==> config.mk <==
export PLATFORM = sky130hd
export DESIGN_NAME = transpose_sequencer
export DESIGN_NICKNAME = d
export VERILOG_FILES = /design/src/rtl/transpose_sequencer.sv
export SDC_FILE = /design/constraint.sdc
export NUM_CORES = 1
export LEC_CHECK = 0
export CAP_MARGIN = 20
export CORE_MARGIN = 2
export CORE_UTILIZATION = 25
export DETAILED_ROUTE_END_ITERATION = 10
export SLEW_MARGIN = 20
export SYNTH_ARGS = -nofsm -noshare
export SYNTH_HDL_FRONTEND = slang
export SYNTH_SLANG_ARGS = --single-unit
==> constraint.sdc <==
create_clock -name clk -period 1.85 [get_ports clk]
set_input_delay 0.2775 -clock clk [delete_from_list [all_inputs] [get_ports clk]]
set_output_delay 0.2775 -clock clk [all_outputs]
set_load 0.005 [all_outputs]
==> src/rtl/transpose_sequencer.sv <==
// Byte-wise matrix transpose sequencer: reads vecSize source rows from the vector
// register file, transposes them combinationally and writes them to a destination block.

module matrix_transpose #(
  parameter int regSize = 32,
  parameter int vecSize = 4
) (
  input  logic [vecSize-1:0][regSize-1:0] rows_in,
  output logic [vecSize-1:0][regSize-1:0] rows_out
);

  for (genvar i = 0; i < vecSize; i++) begin : g_row
    for (genvar j = 0; j < vecSize; j++) begin : g_byte
      assign rows_out[i][regSize-1-8*j -: 8] = rows_in[j][regSize-1-8*i -: 8];
    end
  end

endmodule

module transpose_sequencer #(
  parameter int regSize   = 32,
  parameter int vecSize   = 4,
  parameter int addrWidth = 4
) (
  input  logic                 clk,
  input  logic                 rst,
  input  logic                 start,
  input  logic [addrWidth-1:0] src_base,
  input  logic [addrWidth-1:0] dst_base,
  output logic                 busy,
  output logic                 done,
  output logic                 rf_rd_en,
  output logic [addrWidth-1:0] rf_rd_addr,
  input  logic [regSize-1:0]   rf_rd_data,
  output logic                 rf_wr_en,
  output logic [addrWidth-1:0] rf_wr_addr,
  output logic [regSize-1:0]   rf_wr_data,
  input  logic                 rf_wr_ready
);

  localparam int KW = (vecSize > 1) ? $clog2(vecSize) : 1;
  localparam logic [KW-1:0] LAST = KW'(vecSize - 1);

  typedef enum logic [2:0] {
    S_IDLE,
    S_READ,
    S_DRAIN,
    S_WRITE,
    S_DONE
  } state_t;

  state_t                          state, state_nxt;
  logic [KW-1:0]                   k, k_nxt;
  logic [addrWidth-1:0]            src_q, dst_q;
  logic                            vld_p1;
  logic [KW-1:0]                   idx_p1;
  logic [vecSize-1:0][regSize-1:0] rows_p1;
  logic [vecSize-1:0][regSize-1:0] rows_t;

  always_ff @(posedge clk) begin
    if (rst) begin
      state   <= S_IDLE;
      k       <= '0;
      src_q   <= '0;
      dst_q   <= '0;
      vld_p1  <= 1'b0;
      idx_p1  <= '0;
      rows_p1 <= '0;
    end else begin
      state <= state_nxt;
      k     <= k_nxt;
      if (state == S_IDLE && start) begin
        src_q <= src_base;
        dst_q <= dst_base;
      end
      // stage p1: read data returns one cycle after the strobe, tagged with its row
      vld_p1 <= (state == S_READ);
      idx_p1 <= k;
      if (vld_p1) begin
        rows_p1[idx_p1] <= rf_rd_data;
      end
    end
  end

  matrix_transpose #(
    .regSize(regSize),
    .vecSize(vecSize)
  ) u_transpose (
    .rows_in (rows_p1),
    .rows_out(rows_t)
  );

  always_comb begin
    state_nxt  = state;
    k_nxt      = k;
    busy       = 1'b0;
    done       = 1'b0;
    rf_rd_en   = 1'b0;
    rf_rd_addr = '0;
    rf_wr_en   = 1'b0;
    rf_wr_addr = '0;
    rf_wr_data = '0;
    case (state)
      S_IDLE: begin
        if (start) begin
          state_nxt = S_READ;
          k_nxt     = '0;
        end
      end
      S_READ: begin
        busy       = 1'b1;
        rf_rd_en   = 1'b1;
        rf_rd_addr = src_q + addrWidth'(k);
        if (k == LAST) begin
          state_nxt = S_DRAIN;
          k_nxt     = '0;
        end else begin
          k_nxt = k + KW'(1);
        end
      end
      S_DRAIN: begin
        busy      = 1'b1;
        state_nxt = S_WRITE;
      end
      S_WRITE: begin
        busy       = 1'b1;
        rf_wr_en   = 1'b1;
        rf_wr_addr = dst_q + addrWidth'(k);
        rf_wr_data = rows_t[k];
        if (rf_wr_ready) begin
          if (k == LAST) begin
            state_nxt = S_DONE;
            k_nxt     = '0;
          end else begin
            k_nxt = k + KW'(1);
          end
        end
      end
      S_DONE: begin
        done      = 1'b1;
        state_nxt = S_IDLE;
      end
      default: state_nxt = S_IDLE;
    endcase
    // A reset cycle must not let a pending read or write reach the register file.
    if (rst) begin
      busy       = 1'b0;
      done       = 1'b0;
      rf_rd_en   = 1'b0;
      rf_rd_addr = '0;
      rf_wr_en   = 1'b0;
      rf_wr_addr = '0;
      rf_wr_data = '0;
    end
  end

endmodule

==> metrics, run 1 <==
status=complete, but fails checks; failing checks=setup timing; layout cell share with drive strength beyond 1=26.8%; Starting Density=25.6%; FP Rows=57; register area=2900 sq um; Synth Area in XOR/XNOR=0.281%; Post-Place Cells=1126; Arr. time, crit path=1.95 ns; clock-pin slew on the worst setup and hold paths=0.06 ns; Tmin final=2.22 ns; Skew-Pair Late Insertion Delay=0.42 ns; worst-case reg-to-reg path depth=5; Synth Area in Adders=1.64%; H-tree levels=4; largest net degree at the start of global routing=88; syn_area_per_cell=8.51 sq um; # diodes=0; net switching power figure=0.00179 W; Final nets=903; CTS Buf Count=17; drt initial violations=549; leak pwr=3.14 nW; CTS tree=yes; final setup fails=39; Crit path largest cell delay=0.52 ns; post-synthesis net count=785; crit path max-delay cell type=mux4_2; die width=162 um; Crit path required time=1.57 ns; WP buf/inv=3; vias in the first global route=5336; Int Pwr=0.00565 W; count of final hold-check violations=0; area of the multi-input gates=3240 sq um; final core utilization=36.0%; fillers=2506; synthesized area=6240 sq um; initial antenna violation count=0; Logic pwr share=8.7%; flops & latches, synth=144; antenna viol nets, final=0; wirelength, routed=20000 um; Vias=5568; most common cell after layout, fill and taps aside=nand2_1; power share of the clock group=48.3%; Sink Count=144; Hold EP=src_q[2]; FF-to-FF End=dst_q[3]; period utilization=120%; Slew @ Worst Pin=0.909 ns; Max Fanout on Critical Path=8; mux contribution to synthesized area=11.5%; Finished Layout Cells=1189; P per Cell Area=847 nW/um^2; Synth Instances=734; CP cell instances=buf_12, buf_6, mux4_2, and2_4, buf_6; maximum clock path buffer count=2; port bufs=87; max_slew headroom=39.4%; vias per inst=4.68; worst hold start=rst; Hold/Removal Path Class=input pin to register; Crit Reg-Reg Startpoint=state[2]; register area share after synthesis=46.2%; count of pins over their slew limit=0; Die Area=26300 sq um; gr usage total=15.3%; max frequency=450 MHz; switching share of power=24.1%; Die Ht=162 um; Distinct cells, synth=35; Compound-Gate Fraction of Synth Area=11.9%; Ys Warns=0; worst setup skew after layout=0.0106 ns; total power=0.00744 W; Core Area=24400 sq um; worst vdd ir=0.671 mV; CP Launch Type=register; DRT Pass-1 Iters=5; dpl ws=-0.247 ns; Reg power frac=43.0%; PnR worst setup slack=-0.374 ns; GP Congestion=0.756; Max-cap violations=0; post-synthesis simple-gate area fraction=23.9%; DRC viols=0; Detailed Place HPWL=13000 um; worst hold stages=3; WL/cell=16.8 um; largest family of logic cells by synthesized area=simple AND/OR/NAND/NOR gates; Worst setup EP type=output port; RSZ-0062 raised after global routing=true; first-pass GRT wire length=30500 um; flop-to-flop setup slack=0.21 ns; Root Buffer Master=clkbuf_16; # IOs=88; hold slack=0.271 ns; CP most frequent cell=buf_6; CTS Hold Bufs=0; GRT overflow=0; cell family with most CP delay=multiplexers; most frequent cells in the layout=nand2_1, dfxtp_1, a21oi_1, buf_6; Worst Setup Path Type=register to output port; Area growth, synth to finish=40.7%
-- Yosys cell counts, drive strengths merged --
| master | number | area share (%) |
|---|---|---|
| buf | 27 | 2.4 |
| xnor2 | 1 | 0.14 |
| inv | 4 | 0.24 |
| a32oi | 1 | 0.14 |
| nand3b | 2 | 0.24 |
| nor3 | 2 | 0.16 |
| and4 | 1 | 0.14 |
| or3 | 1 | 0.10 |
| or4b | 2 | 0.32 |
| nor3b | 2 | 0.40 |
| a21oi | 140 | 11 |
| nor2b | 2 | 0.20 |
| nor2 | 4 | 0.24 |
| nor4b | 3 | 0.76 |
| mux4 | 32 | 12 |
| nand2 | 274 | 16 |
| ha | 5 | 1.0 |
| o21ai | 1 | 0.080 |
| and3b | 2 | 0.28 |
| nor4 | 3 | 0.30 |
| nand2b | 1 | 0.10 |
| or3b | 1 | 0.14 |
| o211ai | 1 | 0.12 |
| xor2 | 1 | 0.14 |
| dfxtp | 144 | 46 |
| nand3 | 1 | 0.080 |
| and3 | 3 | 0.30 |
| and2 | 37 | 3.7 |
| clkbuf | 32 | 1.9 |
| fa | 2 | 0.64 |
| a32o | 2 | 0.32 |
-- worst max-delay path by stage --
stage / startpoint / to / slack (ns) / depth (start not counted)
finish: k[0] / rf_wr_data[14] / -0.37 / 5
global route: k[0] / rf_wr_data[14] / -0.42 / 5
CTS: k[0] / rf_wr_data[10] / -0.40 / 5
detailed placement: k[0] / rf_wr_data[9] / -0.25 / 4
global placement: k[0] / rf_wr_data[9] / -0.25 / 4
floorplan: k[1] / rf_wr_data[10] / 0.03 / 5
-- final cells by class --
class	count	area share [%]
timing repair buffer	158	18.3
inverter	4	0.171
clock inverter	14	2.02
sequential	144	33.0
clock buffer	18	5.00
tap	324	4.61
multi-input combinational	527	36.9
-- stage by stage --
step | instance area (sq um) | setup TNS [ns]
after floorplan | 6240 | 0
after global placement | 7630 | -13.76
after detailed placement | 7630 | -15.02
after CTS | 8710 | -12.85
after global routing | 8790 | -12.98
final | 8790 | -10.89
-- flip-flops by register name, indices dropped and copies added (netlist names) --
register	count
dst_q	4
idx_p1	2
k	2
rows_p1	128
src_q	4
state	3
vld_p1	1
-- worst register-to-register path, cell delays in order (launching register included) --
cell,delay (ns)
dfxtp_4,0.36
buf_12,0.12
buf_4,0.16
or4b_1,0.69
nand2_1,0.13
a21oi_1,0.07
-- per-layer routing --
metal / GRT usage [%] / vias up / routed length [um]
li1: - / 2693 / -
met5: 0 / - / 0
met3: 2.73 / 19 / 1080
met4: 4.79 / 0 / 311
met1: 20.8 / 2687 / 9090
met2: 24.7 / 169 / 9480
-- timing repair --
item                       in CTS  in global routing
gates cloned                    3                  1
setup endpoints to repair      44                 42
gates resized for setup       252                 28
pin swaps                      42                 12
setup buffers                  26                  8
-- cells by family after synthesis --
| kind of cell | after synthesis |
|---|---|
| adder cells (fa/ha/maj) | 7 |
| XOR/XNOR | 2 |
| AND/OR/NAND/NOR | 341 |
| buffers and inverters | 63 |
| multiplexers | 32 |
| AO/OA/AOI/OAI | 145 |
| flip-flops | 144 |
-- power by group through the flow --
| stage | Clock [W] | Sequential, W | Combinational [W] |
|---|---|---|---|
| 2_1_floorplan | 0 | 0.00325 | 0.000261 |
| 3_3_place_gp | 0 | 0.00327 | 0.000543 |
| 3_5_place_dp | 0 | 0.00327 | 0.000545 |
| 4_1_cts | 0.00364 | 0.00320 | 0.000663 |
| 5_1_grt | 0.00379 | 0.00321 | 0.000691 |
| 6_report | 0.00360 | 0.00320 | 0.000645 |
(Power assumes the default switching activity.)
==> inputs of run 2 (changes only) <==
Settings changed: CELL_PAD_IN_SITES_DETAIL_PLACEMENT from default to 1, CELL_PAD_IN_SITES_GLOBAL_PLACEMENT from default to 2, CORE_ASPECT_RATIO from default to 0.8, HOLD_SLACK_MARGIN from default to 0.02, PLACE_DENSITY_LB_ADDON from default to 0.1.
==> metrics, run 2 (synthesized netlist as in run 1, its figures left out) <==
most frequent cells in the layout=nand2_1, dfxtp_1, a21oi_1, buf_6, clkdlybuf4s50_1 (was nand2_1, dfxtp_1, a21oi_1, buf_6); layout cell share with drive strength beyond 1=28.4% (was 26.8%); max_slew headroom=25.9% (was 39.4%); Arr. time, crit path=2.00 ns (was 1.95 ns); CP cell instances=buf_12, buf_12, buf_12, mux4_2, and2_4, buf_6 (was buf_12, buf_6, mux4_2, and2_4, buf_6); Logic pwr share=10.2% (was 8.7%); Final nets=919 (was 903); Finished Layout Cells=1198 (was 1189); hold slack=0.399 ns (was 0.271 ns); Worst setup EP type=output port (unchanged); Crit Reg-Reg Startpoint=state[2] (unchanged); worst hold stages=3 (unchanged); Crit path required time=1.57 ns (about the same); Largest register FFs=128 (unchanged); wirelength, routed=24100 um (was 20000 um); clock-pin slew on the worst setup and hold paths=0.07 ns (was 0.06 ns); initial antenna violation count=0 (unchanged); switching share of power=23.6% (was 24.1%); worst setup skew after layout=0.00689 ns (was 0.0106 ns); fillers=2794 (was 2506); FP Rows=51 (was 57); leak pwr=3.26 nW (was 3.14 nW); # IOs=88 (unchanged); PnR worst setup slack=-0.429 ns (was -0.374 ns); net switching power figure=0.00178 W (was 0.00179 W); power share of the clock group=47.4% (was 48.3%); final core utilization=37.0% (was 36.0%); DP Area=7590 sq um (was 7630 sq um); status=complete, but fails checks (unchanged); CP Launch Type=register (unchanged); die width=181 um (was 162 um); port bufs=87 (unchanged); CP most frequent cell=buf_12 (was buf_6); first-pass GRT wire length=36600 um (was 30500 um); worst vdd ir=0.638 mV (was 0.671 mV); largest net degree at the start of global routing=96 (was 88); # diodes=0 (unchanged); final setup fails=39 (unchanged); Slew @ Worst Pin=1.11 ns (was 0.909 ns); WL/cell=20.1 um (was 16.8 um); flop-to-flop setup slack=0.17 ns (was 0.21 ns); Die Ht=145 um (was 162 um); Tmin final=2.28 ns (was 2.22 ns); most common cell after layout, fill and taps aside=nand2_1 (unchanged); CTS tree=yes (unchanged); maximum clock path buffer count=2 (unchanged); Vias=5753 (was 5568); Crit path largest cell delay=0.51 ns (was 0.52 ns); Core Area=24400 sq um (about the same); P per Cell Area=834 nW/um^2 (was 847 nW/um^2); CTS Buf Count=17 (unchanged); worst-case reg-to-reg path depth=6 (was 5); vias in the first global route=5999 (was 5336); leading registers by flop count=rows_p1 (128), dst_q (4), src_q (4) (unchanged); H-tree levels=4 (unchanged); CTS Hold Bufs=0 (unchanged); max frequency=439 MHz (was 450 MHz); Post-Place Cells=1118 (was 1126); RSZ-0062 raised after global routing=true (unchanged); Skew-Pair Late Insertion Delay=0.42 ns (about the same); vias per inst=4.80 (was 4.68); GP Congestion=0.735 (was 0.756); DRC viols=0 (unchanged); Worst Setup Path Type=register to output port (unchanged); gr usage total=18.5% (was 15.3%); Reg power frac=42.4% (was 43.0%); Detailed Place HPWL=15400 um (was 13000 um); Hold/Removal Path Class=input pin to register (unchanged); drt initial violations=239 (was 549); FF-to-FF End=dst_q[3] (unchanged); Starting Density=25.6% (about the same); Max Fanout on Critical Path=6 (was 8); Die Area=26300 sq um (about the same); period utilization=123% (was 120%); cell area after layout=9040 sq um (was 8790 sq um); count of pins over their slew limit=0 (unchanged); count of final hold-check violations=0 (unchanged); Sink Count=144 (unchanged); Area growth, synth to finish=44.8% (was 40.7%); Max-cap violations=0 (unchanged); DRT Pass-1 Iters=5 (unchanged); Int Pwr=0.00576 W (was 0.00565 W); GRT overflow=0 (unchanged); Reg with most FFs=rows_p1 (unchanged); antenna viol nets, final=0 (unchanged); Root Buffer Master=clkbuf_16 (unchanged); crit path max-delay cell type=mux4_2 (unchanged); Hold EP=src_q[2] (unchanged); failing checks=setup timing (unchanged); worst hold start=src_base[2] (was rst)
run 2: changes by cell type in the layout (fill, tap and decap cells not counted), sizes merged:
| cell | change |
|---|---|
| buf | +17 |
| inv | -5 |
| clkbuf | +3 |
| clkinvlp | +1 |
| dlygate4sd2 | -1 |
run 2: what timing repair did:
| action | 4_1_cts | 5_1_grt |
|---|---|---|
| gates cloned | 3 | 0 |
| pin swaps | 40 | 11 |
| endpoints found under the setup margin | 44 | 43 |
| setup buffers | 44 | 9 |
| resized for setup | 274 | 40 |
run 2: final cells by class:
cell class                 instances  area (sq um)  area share, %
tap                              318           398           4.40
inverter                           4          17.5          0.194
clock buffer                      21           470           5.20
sequential                       144          2900           32.0
timing repair buffer             174          1880           20.8
clock inverter                    10           135           1.49
multi-input combinational        527          3250           35.9
run 2: how the worst max path moves through the flow:
stage               startpoint              to  slack, ns  depth (start not counted)
floorplan                 k[1]  rf_wr_data[10]       0.03                          5
global placement          k[0]   rf_wr_data[6]      -0.26                          4
detailed placement        k[0]   rf_wr_data[4]      -0.29                          4
CTS                       k[0]  rf_wr_data[28]      -0.45                          6
global route              k[0]  rf_wr_data[28]      -0.49                          6
finish                    k[0]  rf_wr_data[28]      -0.43                          6
run 2: critical path: cells and delay by family (launching register included):
| family | cells | cell delay (ns) |
|---|---|---|
| buf+inv | 4 | 0.47 |
| flops | 1 | 0.43 |
| mux | 1 | 0.51 |
| simple gates | 1 | 0.18 |
run 2: per-stage QoR:
step                setup TNS (ns)  power (W)  worst slack (ns)
floorplan                        0    0.00351            0.0287
global placement             -7.83    0.00384            -0.263
detailed placement           -8.97    0.00385            -0.292
CTS                         -13.57    0.00764            -0.451
global route                -15.04    0.00785            -0.486
finish                      -12.68    0.00754            -0.429
run 2: power by group through the flow:
stage | combinational [W] | clock [W] | sequential (W)
CTS | 0.000756 | 0.00368 | 0.00320
finish | 0.000770 | 0.00357 | 0.00320
floorplan | 0.000261 | 0 | 0.00325
global route | 0.000824 | 0.00382 | 0.00320
detailed placement | 0.000582 | 0 | 0.00327
global placement | 0.000575 | 0 | 0.00326
run 2: metal layers:
| layer | vias to the layer above | track usage, % | part of all wire, % |
|---|---|---|---|
| met5 | - | 0 | 0 |
| met4 | 0 | 5.12 | 1.4 |
| met3 | 20 | 3.03 | 5.3 |
| met2 | 106 | 29.3 | 46 |
| met1 | 2899 | 26.2 | 47 |
| li1 | 2728 | - | - |
